<file path="src/rtl/cic_rate_controller.sv">
// Sequences run-time decimation-rate changes into the downsampler / CIC chain, aligning to frame
// boundaries and blanking settling outputs. Optional alignment timeout: define RATE_TIMEOUT_EN.
module cic_rate_controller #(
  parameter int unsigned DATA_WIDTH_RATE = 16,
  parameter int unsigned FLUSH_WIDTH     = 8,
  parameter int unsigned TIMEOUT_CYCLES  = 1024
) (
  input  logic                       clk,
  input  logic                       reset,
  input  logic [DATA_WIDTH_RATE-1:0] s_axis_cfg_tdata,
  input  logic                       s_axis_cfg_tvalid,
  output logic                       s_axis_cfg_tready,
  input  logic [FLUSH_WIDTH-1:0]     flush_count,
  input  logic                       ds_out_tvalid,
  output logic [DATA_WIDTH_RATE-1:0] m_axis_rate_tdata,
  output logic                       m_axis_rate_tvalid,
  output logic                       out_enable,
  output logic [DATA_WIDTH_RATE-1:0] rate_current,
  output logic                       busy,
  output logic                       err_rate_zero
);

  typedef enum logic [1:0] {StIdle, StWaitAlign, StApply, StFlush} state_e;

  state_e                     state_q, state_d;
  logic [DATA_WIDTH_RATE-1:0] pending_rate_q, pending_rate_d;
  logic [DATA_WIDTH_RATE-1:0] rate_current_q, rate_current_d;
  logic [FLUSH_WIDTH-1:0]     pending_flush_q, pending_flush_d;
  logic [FLUSH_WIDTH-1:0]     flush_cnt_q, flush_cnt_d;
  logic                       first_done_q, first_done_d;
  logic                       err_q, err_d;
  logic                       cfg_fire;
  logic                       align_go;

  assign cfg_fire = s_axis_cfg_tvalid && s_axis_cfg_tready;

`ifdef RATE_TIMEOUT_EN
  localparam int unsigned TmoW = $clog2(TIMEOUT_CYCLES + 1);

  logic [TmoW-1:0] tmo_q, tmo_d;
  logic            enter_wait;

  assign enter_wait = (state_q == StIdle) && cfg_fire && (s_axis_cfg_tdata != '0) && first_done_q;
  // A boundary and an expired timeout in the same cycle both simply lead to APPLY.
  assign align_go   = ds_out_tvalid || (tmo_q >= TmoW'(TIMEOUT_CYCLES));

  always_comb begin
    tmo_d = tmo_q;
    if (enter_wait) begin
      tmo_d = '0;
    end else if ((state_q == StWaitAlign) && (tmo_q < TmoW'(TIMEOUT_CYCLES))) begin
      tmo_d = tmo_q + 1'b1;
    end
  end

  always_ff @(posedge clk) begin
    if (reset) begin
      tmo_q <= '0;
    end else begin
      tmo_q <= tmo_d;
    end
  end
`else
  logic unused_timeout;
  assign unused_timeout = ^TIMEOUT_CYCLES;
  assign align_go       = ds_out_tvalid;
`endif

  always_comb begin
    state_d         = state_q;
    pending_rate_d  = pending_rate_q;
    pending_flush_d = pending_flush_q;
    rate_current_d  = rate_current_q;
    flush_cnt_d     = flush_cnt_q;
    first_done_d    = first_done_q;
    err_d           = 1'b0;
    unique case (state_q)
      StIdle: begin
        if (cfg_fire) begin
          if (s_axis_cfg_tdata == '0) begin
            err_d = 1'b1;
          end else begin
            pending_rate_d  = s_axis_cfg_tdata;
            pending_flush_d = flush_count;
            // Before the first change there is no frame phase to respect.
            state_d         = first_done_q ? StWaitAlign : StApply;
          end
        end
      end
      StWaitAlign: begin
        if (align_go) state_d = StApply;
      end
      StApply: begin
        rate_current_d = pending_rate_q;
        first_done_d   = 1'b1;
        flush_cnt_d    = pending_flush_q;
        state_d        = (pending_flush_q != '0) ? StFlush : StIdle;
      end
      StFlush: begin
        if (flush_cnt_q == '0) begin
          state_d = StIdle;
        end else if (ds_out_tvalid) begin
          flush_cnt_d = flush_cnt_q - 1'b1;
          if (flush_cnt_q == FLUSH_WIDTH'(1)) state_d = StIdle;
        end
      end
      default: state_d = StIdle;
    endcase
  end

  always_ff @(posedge clk) begin
    if (reset) begin
      state_q         <= StIdle;
      pending_rate_q  <= '0;
      pending_flush_q <= '0;
      rate_current_q  <= '1;
      flush_cnt_q     <= '0;
      first_done_q    <= 1'b0;
      err_q           <= 1'b0;
    end else begin
      state_q         <= state_d;
      pending_rate_q  <= pending_rate_d;
      pending_flush_q <= pending_flush_d;
      rate_current_q  <= rate_current_d;
      flush_cnt_q     <= flush_cnt_d;
      first_done_q    <= first_done_d;
      err_q           <= err_d;
    end
  end

  assign s_axis_cfg_tready  = (state_q == StIdle) && !reset;
  assign m_axis_rate_tvalid = (state_q == StApply);
  assign m_axis_rate_tdata  = (state_q == StApply) ? pending_rate_q : rate_current_q;
  assign out_enable         = (state_q != StFlush);
  assign busy               = (state_q != StIdle);
  assign rate_current       = rate_current_q;
  assign err_rate_zero      = err_q;

endmodule

</file>
<file path="config.mk">
export PLATFORM = sky130hd
export DESIGN_NAME = cic_rate_controller
export DESIGN_NICKNAME = d
export VERILOG_FILES = /design/src/rtl/cic_rate_controller.sv
export SDC_FILE = /design/constraint.sdc
export NUM_CORES = 1
export LEC_CHECK = 0
export CAP_MARGIN = 25
export CELL_PAD_IN_SITES_DETAIL_PLACEMENT = 1
export CELL_PAD_IN_SITES_GLOBAL_PLACEMENT = 2
export CORE_ASPECT_RATIO = 1.1
export CORE_MARGIN = 4
export CORE_UTILIZATION = 27
export CTS_CLUSTER_DIAMETER = 40
export CTS_CLUSTER_SIZE = 28
export DETAILED_ROUTE_END_ITERATION = 8
export PLACE_DENSITY = 0.77
export SYNTH_ARGS = -nofsm -noshare
export SYNTH_HDL_FRONTEND = slang
export SYNTH_SLANG_ARGS = --single-unit
</file>
<file path="constraint.sdc">
create_clock -name clk -period 2.23 [get_ports clk]
set_input_delay 0.446 -clock clk [delete_from_list [all_inputs] [get_ports clk]]
set_output_delay 0.446 -clock clk [all_outputs]
set_load 0.05 [all_outputs]
</file>
* Word-level counts from Yosys, hierarchy flattened
Cells that the tools add are included.
** Word-level totals
- Register bits :: 52
- Input bits :: 28
- Output and inout bits :: 37
- Logic and storage cells :: 50
** Operators by class
- $add $sub $neg :: 1
- Eq/ne operators :: 12
- Muxes and demuxes :: 14
- Bitwise gates (word level) :: 3
- Reduce and logical (&&, ||, !) cells :: 13
** Operators with widths (number)
- $logic_not 16->1 :: 1
- $mux 16 :: 1
- $mux 2 :: 8
- $mux 8 :: 2
- $pmux 8 s2 :: 1
- $ne 2x2->1 const B :: 6
- $eq 8x1->1 const B :: 1
- $logic_not 8->1 :: 1
- $pmux 2 s4 :: 1
- $reduce_bool 8->1 :: 1
- $sub 8x1->8 const B :: 1
- $ne 3x3->1 const B :: 2
- $reduce_and 3->1 :: 2
- $reduce_and 5->1 :: 1
- $eq 2x2->1 const B :: 2
- $reduce_bool 2->1 :: 2
- $not 1->1 :: 3
- $reduce_or 3->1 :: 1
- $eq 2x1->1 const B :: 1
- $logic_and 1x1->1 :: 2
- $logic_not 2->1 :: 1
- $logic_not 1->1 :: 1
- $mux 1 :: 1

* Logic depth before layout (Yosys ltp)
Gate-level depths: netlist (run 1).
- Depth in word-level cells :: 5
- Mapped depth :: 8
- Gate-level depth less buffers :: 6

* Worst setup path before layout (run 1)
Ideal clock, no wire load.
- Path type :: register to output
- From :: register state_q[1]
- To :: output m_axis_rate_tdata[10]
- Data arrival time :: 2.219 ns
- Data required time :: 1.784 ns
- Path slack :: -0.435 ns
- Cell stages (with the launch flop) :: 9
- Buffers on the path :: 4
- Cell sequence :: dfxtp_1 > buf_6 > or2b_1 > clkbuf_1 > inv_1 > buf_2 > buf_1 > nand2_1 > nand2_1
** Between the ends
- Word-level cells in the longest chain between the ends :: 2
** Ends and longest elaborated chain
- start, declared :: line 25 : state_e state_q, state_d;
- start signal, assigned :: line 113 : state_q <= StIdle;
- start signal, assigned :: line 121 : state_q <= state_d;
- $eq 2x2->1
- via m_axis_rate_tvalid :: line 16 : output logic m_axis_rate_tvalid,
- $mux 16
- end, declared :: line 15 : output logic [DATA_WIDTH_RATE-1:0] m_axis_rate_tdata,
The timed path passes the listed nets, and every way through them passes these cells.

* Worst setup path in the final report (run 1)
- From :: register state_q[0]
- To :: output m_axis_rate_tdata[15]
** Between the ends
- Word-level cells in the longest chain between the ends :: 2
** Ends and longest elaborated chain
- $eq 2x2->1 :: line 133 : assign m_axis_rate_tdata = (state_q == StApply) ? pending_rate_q : rate_current_q;
- $mux 16
Every way passes these cells.

==> results of run 1 <==
[registers in the layout (all words and copies together) (netlist names)]
register         count
flush_cnt_q          8
pending_flush_q      8
state_q              2
first_done_q         1
err_rate_zero        1
pending_rate_q      16
rate_current        16
[cell type report]
class / count / area (um^2) / share of cell area (%)
Tap cell: 111 / 139 / 4.00
Sequential cell: 52 / 1040 / 29.9
Timing Repair Buffer: 78 / 966 / 27.8
Clock buffer: 5 / 68.8 / 1.98
Multi-Input combinational cell: 198 / 1160 / 33.4
Inverter: 8 / 30.0 / 0.864
Clock inverter: 3 / 68.8 / 1.98
[power by group]
group,switching (uW),internal [uW]
Combinational,1100,797
Clock,330,452
Sequential,64.6,1030
[final timing paths]
| check | from | endpoint | slack, ps | depth (start not counted) |
|---|---|---|---|---|
| min | first_done_q$_SDFFE_PP0P_ | first_done_q$_SDFFE_PP0P_ | 490 | 2 |
| min reg2reg | first_done_q$_SDFFE_PP0P_ | first_done_q$_SDFFE_PP0P_ | 490 | 2 |
| max | state_q[0]$_SDFFE_PP0P_ | m_axis_rate_tdata[15] | 130 | 6 |
| max reg2reg | flush_cnt_q[0]$_SDFFE_PP0P_ | flush_cnt_q[5]$_SDFFE_PP0P_ | 330 | 6 |
[cells in the mapped netlist, types with 4 or more instances]
cell type / instances
nand3_1: 21
a21oi_1: 16
mux2i_1: 24
nand4_1: 4
o32ai_1: 4
nor4_1: 6
nand2_1: 58
clkbuf_1: 11
nor2_1: 32
inv_1: 8
dfxtp_1: 52
[cells in the final DEF, fill, tap and decap left out, drive strengths merged]
| master | n |
|---|---|
| a21o | 3 |
| a21oi | 16 |
| a221oi | 1 |
| a22oi | 2 |
| a31o | 1 |
| a31oi | 2 |
| a41oi | 1 |
| and2 | 1 |
| and3 | 1 |
| buf | 34 |
| bufinv | 2 |
| clkbuf | 5 |
| clkdlybuf4s50 | 44 |
| dfxtp | 52 |
| ha | 3 |
| inv | 9 |
| mux2i | 24 |
| nand2 | 58 |
| nand2b | 1 |
| nand3 | 21 |
| nand4 | 4 |
| nor2 | 32 |
| nor3 | 2 |
| nor3b | 1 |
| nor4 | 6 |
| nor4b | 1 |
| o221ai | 2 |
| o22ai | 3 |
| o311ai | 1 |
| o31a | 1 |
| o31ai | 1 |
| o32ai | 4 |
| or2 | 1 |
| or2b | 1 |
| or3 | 2 |
| or4b | 1 |
[metrics by stage]
stage | power, uW | hold slack, ps
after detailed placement | 3040 | 477
after floorplan | 2180 | 447
final | 3780 | 489
after CTS | 3840 | 492
after global routing | 3970 | 516
after global placement | 3010 | 467
[cells by family (layout without fill, tap and decap cells)]
kind of cell | after synthesis | after routing | synth area share, %
simple gates | 133 | 133 | 25.7
flops | 52 | 52 | 45.3
fa+ha+maj | 3 | 3 | 1.63
buf+inv | 25 | 94 | 5.12
compound gates | 38 | 38 | 11.8
mux | 24 | 24 | 10.5
[worst min-delay path, delay by kind of cell, from the launching register on]
| family | cells | cell delay (ps) |
|---|---|---|
| compound gates | 1 | 50 |
| buf+inv | 1 | 70 |
| flops | 1 | 330 |
[metal layers]
layer / share of wire [%] / global-route usage [%]
met5: 0 / 0
met4: 1.9 / 4.78
met3: 5.0 / 3.53
met2: 50 / 25.4
met1: 43 / 17.3
==> flow_summary.yaml, run 1 <==
power:
  ir_drop_mv: 0.284
  power_density_nw_per_um2: 1090
  p_leak_uw: 0.00139
global_routing:
  grt_pass1_vias: 2322
  grt_pass1_wl_um: 11600
  antenna_found_initial: 0
  grt_max_degree: 39
  track_usage_pct: 14.6
  overflow: 0
timing:
  min_period_over_period_pct: 94.4
  min_period_ps: 2100
  slew_headroom_pct: 62.5
  skew_ps: 10.0
  layout_setup_ws_ps: 126
  tns_ps: 0
  finalMaxSlewViolations: 0
  fmax_mhz: 475
  tightest_slew_ps: 556
  grt_setup_unrepaired: "false"
  hold_violations: 0
  setup_viol_count_final: 0
routing:
  wl_per_cell_um: 15.4
  avgViaCountPerCell: 4.92
  wl_um: 7000
  dr.pass1.iters: 4
  num_vias: 2238
  drtAntennaViolNets: 0
  drtIter0Drc: 66
  route.detailed.drc: 0
clock_network:
  path_clk_slew_ps: 100
  insertion_delay_ps: 310
  cts_buffer_depth: 2
  cts_hold_buf: 0
  post_cts_resized: 0
  cts_setup_buffers: 0
  cts_max_level: 2
  cts-buffers-inserted: 5
  root_buffer: "clkbuf_8"
  cts_tree: "done"
  cts.sinks: 52
yosys:
  synth_edf_count: 0
  async_reset_ff_share_pct: 0
  synth_top_flop_cell: "dfxtp_1"
  synth.ff_latch_count: 52
  synthCells: 275
  synth_top_area_share_pct: 45.3
  synth_area_per_cell_um2: 8.36
  synth_top_area_cell: "dfxtp_1"
  synth_area_um2: 2300
  ys_seq_area_share_pct: 45.3
  synth.area.top_cells: "dfxtp_1 (45%), mux2i_1 (10%), nand2_1 (9.5%)"
  yosys_warnings: 0
  synth_nets: 306
  ys_types: 36
cells_and_area:
  fill_cells: 962
  final_cells: 455
  diodes: 0
  stdcell_area_um2: 3480
  postLayoutCoreUtil_pct: 41.8
  fin_nets: 374
  drive_gt1_share_pct: 16.0
  areaGrowthSynthToFinish_pct: 51.2
setup_path:
  endpoint_kind: "output port"
  crit_chain: "or2b_1 -> inv_1 -> buf_4 -> nand2_1 -> nand2_1 -> buf_12"
  start_kind: "register"
  critPathSlowestCell: "dfxtp_1"
  cp_max_fo: 14
  path_class: "register to output port"
  slowest_delay_ps: 390
  worst-path-buf-inv: 3
  cp_common_cell: "nand2_1"
  worst-endpoint-required_ps: 1780
  arrival_ps: 1660
  crit_family: "simple AND/OR/NAND/NOR gates"
min_path:
  hp-class: "register to register"
run:
  drv_cap: 0
placed_design:
  place.gp.congestion: 0.806
  placed_cell_area_um2: 3330
  dpl.hpwl_um: 5250
  io_buffers: 64
  placedCellCount: 447
  pre_cts_ws_ps: -105
floorplanning:
  core-area_um2: 8320
  start_util_pct: 27.6
  row_count: 35
  die_area_um2: 10100
  chipWidth_um: 96.0
  die_y_um: 105
  pin_count: 65
status:
  outcome: "complete, no violations"
Power figures use the tool's default switching activity.
==> run 2, diff against run 1 <==
Settings changed: CORE_ASPECT_RATIO 1.1 to unset, GPL_TIMING_DRIVEN set to 0, HOLD_SLACK_MARGIN set to 0.05.
==> run 2 against run 1 <==
Wire length up 1.6%. Cell count up 1.1%. Die area about the same. Clock-buffer cell count up 2. Sequential share of layout area up 1.3 points. Via count down 0.85%. Clock skew down 3.2 ps. Critical path type unchanged. Cell area down 3.8%. Register-to-register slack worse by 90 ps. Non-clock buffer count up 11.
==> flow_summary.yaml, run 2 (synthesized netlist as in run 1, its figures left out) <==
status:
  outcome: "complete, no violations"
timing:
  hold_violations: 0
  finalMaxSlewViolations: 0
  holdWs_ps: 488
  fmax_mhz: 469
  min_period_over_period_pct: 95.7
  skew_ps: 6.84
  grt_setup_unrepaired: "false"
  tns_ps: 0
  tightest_slew_ps: 788
  slew_headroom_pct: 47.1
  setup_viol_count_final: 0
  min_period_ps: 2130
setup_path:
  path_class: "register to output port"
  start_kind: "register"
  arrival_ps: 1690
  cp_max_fo: 6
  worst-endpoint-required_ps: 1780
  endpoint_kind: "output port"
cells_and_area:
  final_common_cell: "dfxtp_1"
  fill_cells: 963
  stdcell_area_um2: 3340
  final_cell_mix: "dfxtp_1 (50), nand2_1 (47), clkdlybuf4s50_1 (44)"
  fin_nets: 385
  areaGrowthSynthToFinish_pct: 45.5
  diodes: 0
  drive_gt1_share_pct: 19.7
  final_cells: 460
routing:
  avgViaCountPerCell: 4.82
  wl_um: 7110
  drtAntennaViolNets: 0
  wl_per_cell_um: 15.5
  dr.pass1.iters: 4
  route.detailed.drc: 0
  num_vias: 2219
  drtIter0Drc: 30
placed_design:
  placed_cell_area_um2: 3090
  dpl.hpwl_um: 5310
  place.gp.congestion: 0.767
  io_buffers: 64
  placedCellCount: 444
power:
  combPwrFrac_pct: 50.5
  ir_drop_mv: 0.255
  power_density_nw_per_um2: 1000
  pwr-share-clk_pct: 16.8
  p_seq_share_pct: 32.7
  power_uw: 3350
  p_leak_uw: 0.00132
  swShare_pct: 43.4
  p_int_uw: 1900
  p_sw_uw: 1450
global_routing:
  grt_pass1_vias: 2214
  overflow: 0
  grt_pass1_wl_um: 11300
  grt_max_degree: 16
  track_usage_pct: 14.1
  antenna_found_initial: 0
clock_network:
  root_buffer: "clkbuf_8"
  cts_tree: "done"
  cts_max_level: 2
  path_clk_slew_ps: 90
  cts.sinks: 52
  cts_buffer_depth: 2
  cts-buffers-inserted: 5
  insertion_delay_ps: 300
floorplanning:
  core-area_um2: 8260
  die_area_um2: 10100
  row_count: 33
  pin_count: 65
  die_y_um: 100
  start_util_pct: 27.8
  chipWidth_um: 100
run:
  drv_cap: 0
min_path:
  hp-class: "register to register"
## run 2: final timing paths
kind                                                   from  slack, ps  cells past startpoint                     endpoint
worst min register to register    first_done_q$_SDFFE_PP0P_        490                      2    first_done_q$_SDFFE_PP0P_
worst max-delay path                state_q[1]$_SDFFE_PP0P_        100                      8        m_axis_rate_tdata[12]
worst max register to register  flush_cnt_q[2]$_SDFFE_PP0P_        240                      4  flush_cnt_q[5]$_SDFFE_PP0P_
worst min-delay path              first_done_q$_SDFFE_PP0P_        490                      2    first_done_q$_SDFFE_PP0P_
## run 2: per-layer routing
layer  vias up  part of all wire [%]  global-route usage, %
met2        42                    49                   24.3
met5         -                     0                      0
li1       1105                     -                      -
met3         2                   4.2                   2.64
met4         0                  0.32                   2.18
met1      1070                    46                   18.6
## run 2: per-stage QoR
step                      utilization (%)  worst slack, ps
after detailed placement             37.5             -944
after global routing                 40.5            0.910
after CTS                            38.8             9.73
final                                40.5             95.9
after floorplan                         -             24.7
after global placement               37.5             -947
## run 2: what timing repair did
item	CTS	global route
cloned	0	2
setup endpoints to repair	20	38
gates resized for setup	127	16
hold buffers	0	0
setup buffers	3	6
## run 2: power by group through the flow
| stage | clock (uW) | combinational [uW] | sequential [uW] |
|---|---|---|---|
| finish | 563 | 1690 | 1090 |
| global route | 639 | 1790 | 1110 |
| CTS | 595 | 1620 | 1100 |
| detailed placement | 0 | 1590 | 1120 |
| global placement | 0 | 1580 | 1110 |
| floorplan | 0 | 875 | 1310 |
## run 2: area by class of cell
cell class	instances	area (um^2)	area share, %
Tap cell	105	131	3.93
Sequential cell	52	1040	31.2
Clock inverter	1	7.51	0.224
Buffer	14	114	3.40
Multi-Input combinational cell	198	1190	35.6
Inverter	8	32.5	0.973
Clock buffer	7	86.3	2.58
Timing Repair Buffer	75	738	22.1
## run 2: worst max-delay path, cell delays in order, from the launching register on
cell and delay, ps:
dfxtp_2 330, buf_6 110, or2b_4 300, inv_4 90, buf_8 130, clkbuf_16 140
nand2_1 80, nand2_2 70, buf_6 150
==> run 3, diff against run 2 <==
Settings changed: CORE_UTILIZATION 27 to 29, PLACE_DENSITY 0.77 to 0.82, SETUP_SLACK_MARGIN set to 0.02, SLEW_MARGIN set to 25.
Clock period 2.23 ns to 2.5 ns, I/O delays scaled along.
==> run 3 against run 2 <==
Critical path depth shrank 3. Non-clock buffer count shrank 11. Clock-buffer cell count shrank 2. Combinational power shrank 20%. Clock skew grew 1.4 ps. Wire length shrank 7.2%. Largest cell class unchanged. Highest routed layer unchanged.
==> flow_summary.yaml, run 3 (synthesized netlist as in run 1, its figures left out) <==
status:
  outcome: "complete, no violations"
setup_path:
  reg2reg_depth: 4
  arrival_ps: 1910
  cp-startpoint: "reset"
  worst-endpoint-required_ps: 2000
  start_kind: "input port"
  cp_max_fo: 10
  path_class: "input port to output port"
  r2r_end: "flush_cnt_q[4]$_SDFFE_PP0P_"
  worstSetupEndpoint: "s_axis_cfg_tready"
  endpoint_kind: "output port"
  reg2reg_slack_ps: 490
  r2r_start: "flush_cnt_q[2]$_SDFFE_PP0P_"
placed_design:
  io_buffers: 64
  place.gp.congestion: 0.803
  pre_cts_ws_ps: -810
  dpl.hpwl_um: 5020
  placed_cell_area_um2: 3070
global_routing:
  track_usage_pct: 14.1
  grt_pass1_vias: 2179
  overflow: 0
  grt_use_met1_pct: 18.7
  grt_max_degree: 16
  grt_use_met3_pct: 2.81
  busiest_layer: "met2"
  antenna_found_initial: 0
  use_met2_pct: 23.9
  grt_pass1_wl_um: 11000
timing:
  tightest_slew_ps: 786
  setup_viol_count_final: 0
  min_period_over_period_pct: 96.5
  skew_ps: 8.21
  layout_setup_ws_ps: 88.1
  min_period_ps: 2410
  tns_ps: 0
  hold_violations: 0
  grt_setup_unrepaired: "false"
  slew_headroom_pct: 47.2
  holdWs_ps: 487
  fmax_mhz: 415
  finalMaxSlewViolations: 0
cells_and_area:
  final_cell_mix: "nand2_1 (58), dfxtp_1 (52), clkdlybuf4s50_1 (44)"
  areaGrowthSynthToFinish_pct: 37.1
  postLayoutCoreUtil_pct: 40.8
  diodes: 0
  stdcell_area_um2: 3150
  final_common_cell: "nand2_1"
  fill_cells: 922
  fin_nets: 374
  drive_gt1_share_pct: 12.0
floorplanning:
  start_util_pct: 29.7
  die_area_um2: 9410
  chipWidth_um: 97.0
  die_y_um: 97.0
  row_count: 32
  pin_count: 65
  core-area_um2: 7730
clock_network:
  cts_max_level: 2
  cts_buffer_depth: 2
  path_clk_slew_ps: 90
  cts.sinks: 52
  cts_setup_buffers: 0
  insertion_delay_ps: 300
  root_buffer: "clkbuf_8"
  cts-buffers-inserted: 5
  cts_tree: "done"
power:
  combPwrFrac_pct: 48.7
  p_seq_share_pct: 34.8
  swShare_pct: 44.3
  power_density_nw_per_um2: 888
  p_int_uw: 1560
  pwr-share-clk_pct: 16.6
  ir_drop_mv: 0.199
  p_leak_uw: 0.00125
  p_sw_uw: 1240
routing:
  wl_per_cell_um: 14.8
  num_vias: 2158
  route.detailed.drc: 0
  dr.pass1.iters: 4
  drtAntennaViolNets: 0
  drtIter0Drc: 51
  wl_um: 6600
  avgViaCountPerCell: 4.85
run:
  drv_cap: 0
min_path:
  hp-class: "register to register"
==> run 3: cell count changes in the layout (fill, tap and decap cells not counted), moves of 3 or more <==
cell,previous run,this run
nor4_1,3,6
nor4_2,3,0
buf_2,9,1
nand2_2,11,0
nand2_1,47,58
buf_6,9,5
buf_8,5,0
clkdlybuf4s15_2,1,9
==> run 3: power groups by stage <==
stage	sequential, uW	combinational, uW	clock, uW
2_1_floorplan	1170	759	0
3_3_place_gp	993	1380	0
3_5_place_dp	995	1390	0
4_1_cts	975	1370	491
5_1_grt	984	1450	511
6_report	973	1360	463
==> run 3: how the worst min path moves through the flow <==
stage	start	to	slack, ps	depth (start not counted)
after CTS	first_done_q$_SDFFE_PP0P_	first_done_q$_SDFFE_PP0P_	490	2
final	first_done_q$_SDFFE_PP0P_	first_done_q$_SDFFE_PP0P_	490	2
after detailed placement	rate_current[10]$_SDFF_PP1_	rate_current[10]$_SDFF_PP1_	470	2
after floorplan	first_done_q$_SDFFE_PP0P_	first_done_q$_SDFFE_PP0P_	450	2
after global placement	first_done_q$_SDFFE_PP0P_	first_done_q$_SDFFE_PP0P_	460	2
after global routing	rate_current[10]$_SDFF_PP1_	rate_current[10]$_SDFF_PP1_	520	2
==> run 3: repair_timing <==
action                     CTS  global route
hold buffers                 0             0
setup endpoints to repair   19            18
resized for setup           96             3
==> run 3: metal layers <==
layer	up-vias	share of wire, %	wire [um]
met5	-	0	0
met4	0	0.67	44
met3	5	5.0	333
met2	47	48	3140
met1	1013	47	3080
li1	1093	-	-
==> run 3: metrics by stage <==
stage,std cells,total power (uW)
floorplan,275,1920
global placement,441,2380
detailed placement,441,2390
CTS,446,2840
global route,445,2950
finish,445,2800
==> run 3: layout make-up <==
class | count | area [um^2] | area share (%)
Buffer | 14 | 100 | 3.18
Clock buffer | 5 | 68.8 | 2.18
Clock inverter | 2 | 12.5 | 0.397
Inverter | 8 | 30.0 | 0.953
Multi-Input combinational cell | 198 | 1140 | 36.3
Sequential cell | 52 | 1040 | 33.0
Tap cell | 102 | 128 | 4.05
Timing Repair Buffer | 64 | 627 | 19.9
==> run 3: critical path, cell delays in order <==
cell and delay [ps]:
clkdlybuf4s50_1 530, clkbuf_4 240, clkbuf_4 240, nor2_1 60
clkdlybuf4s15_2 340
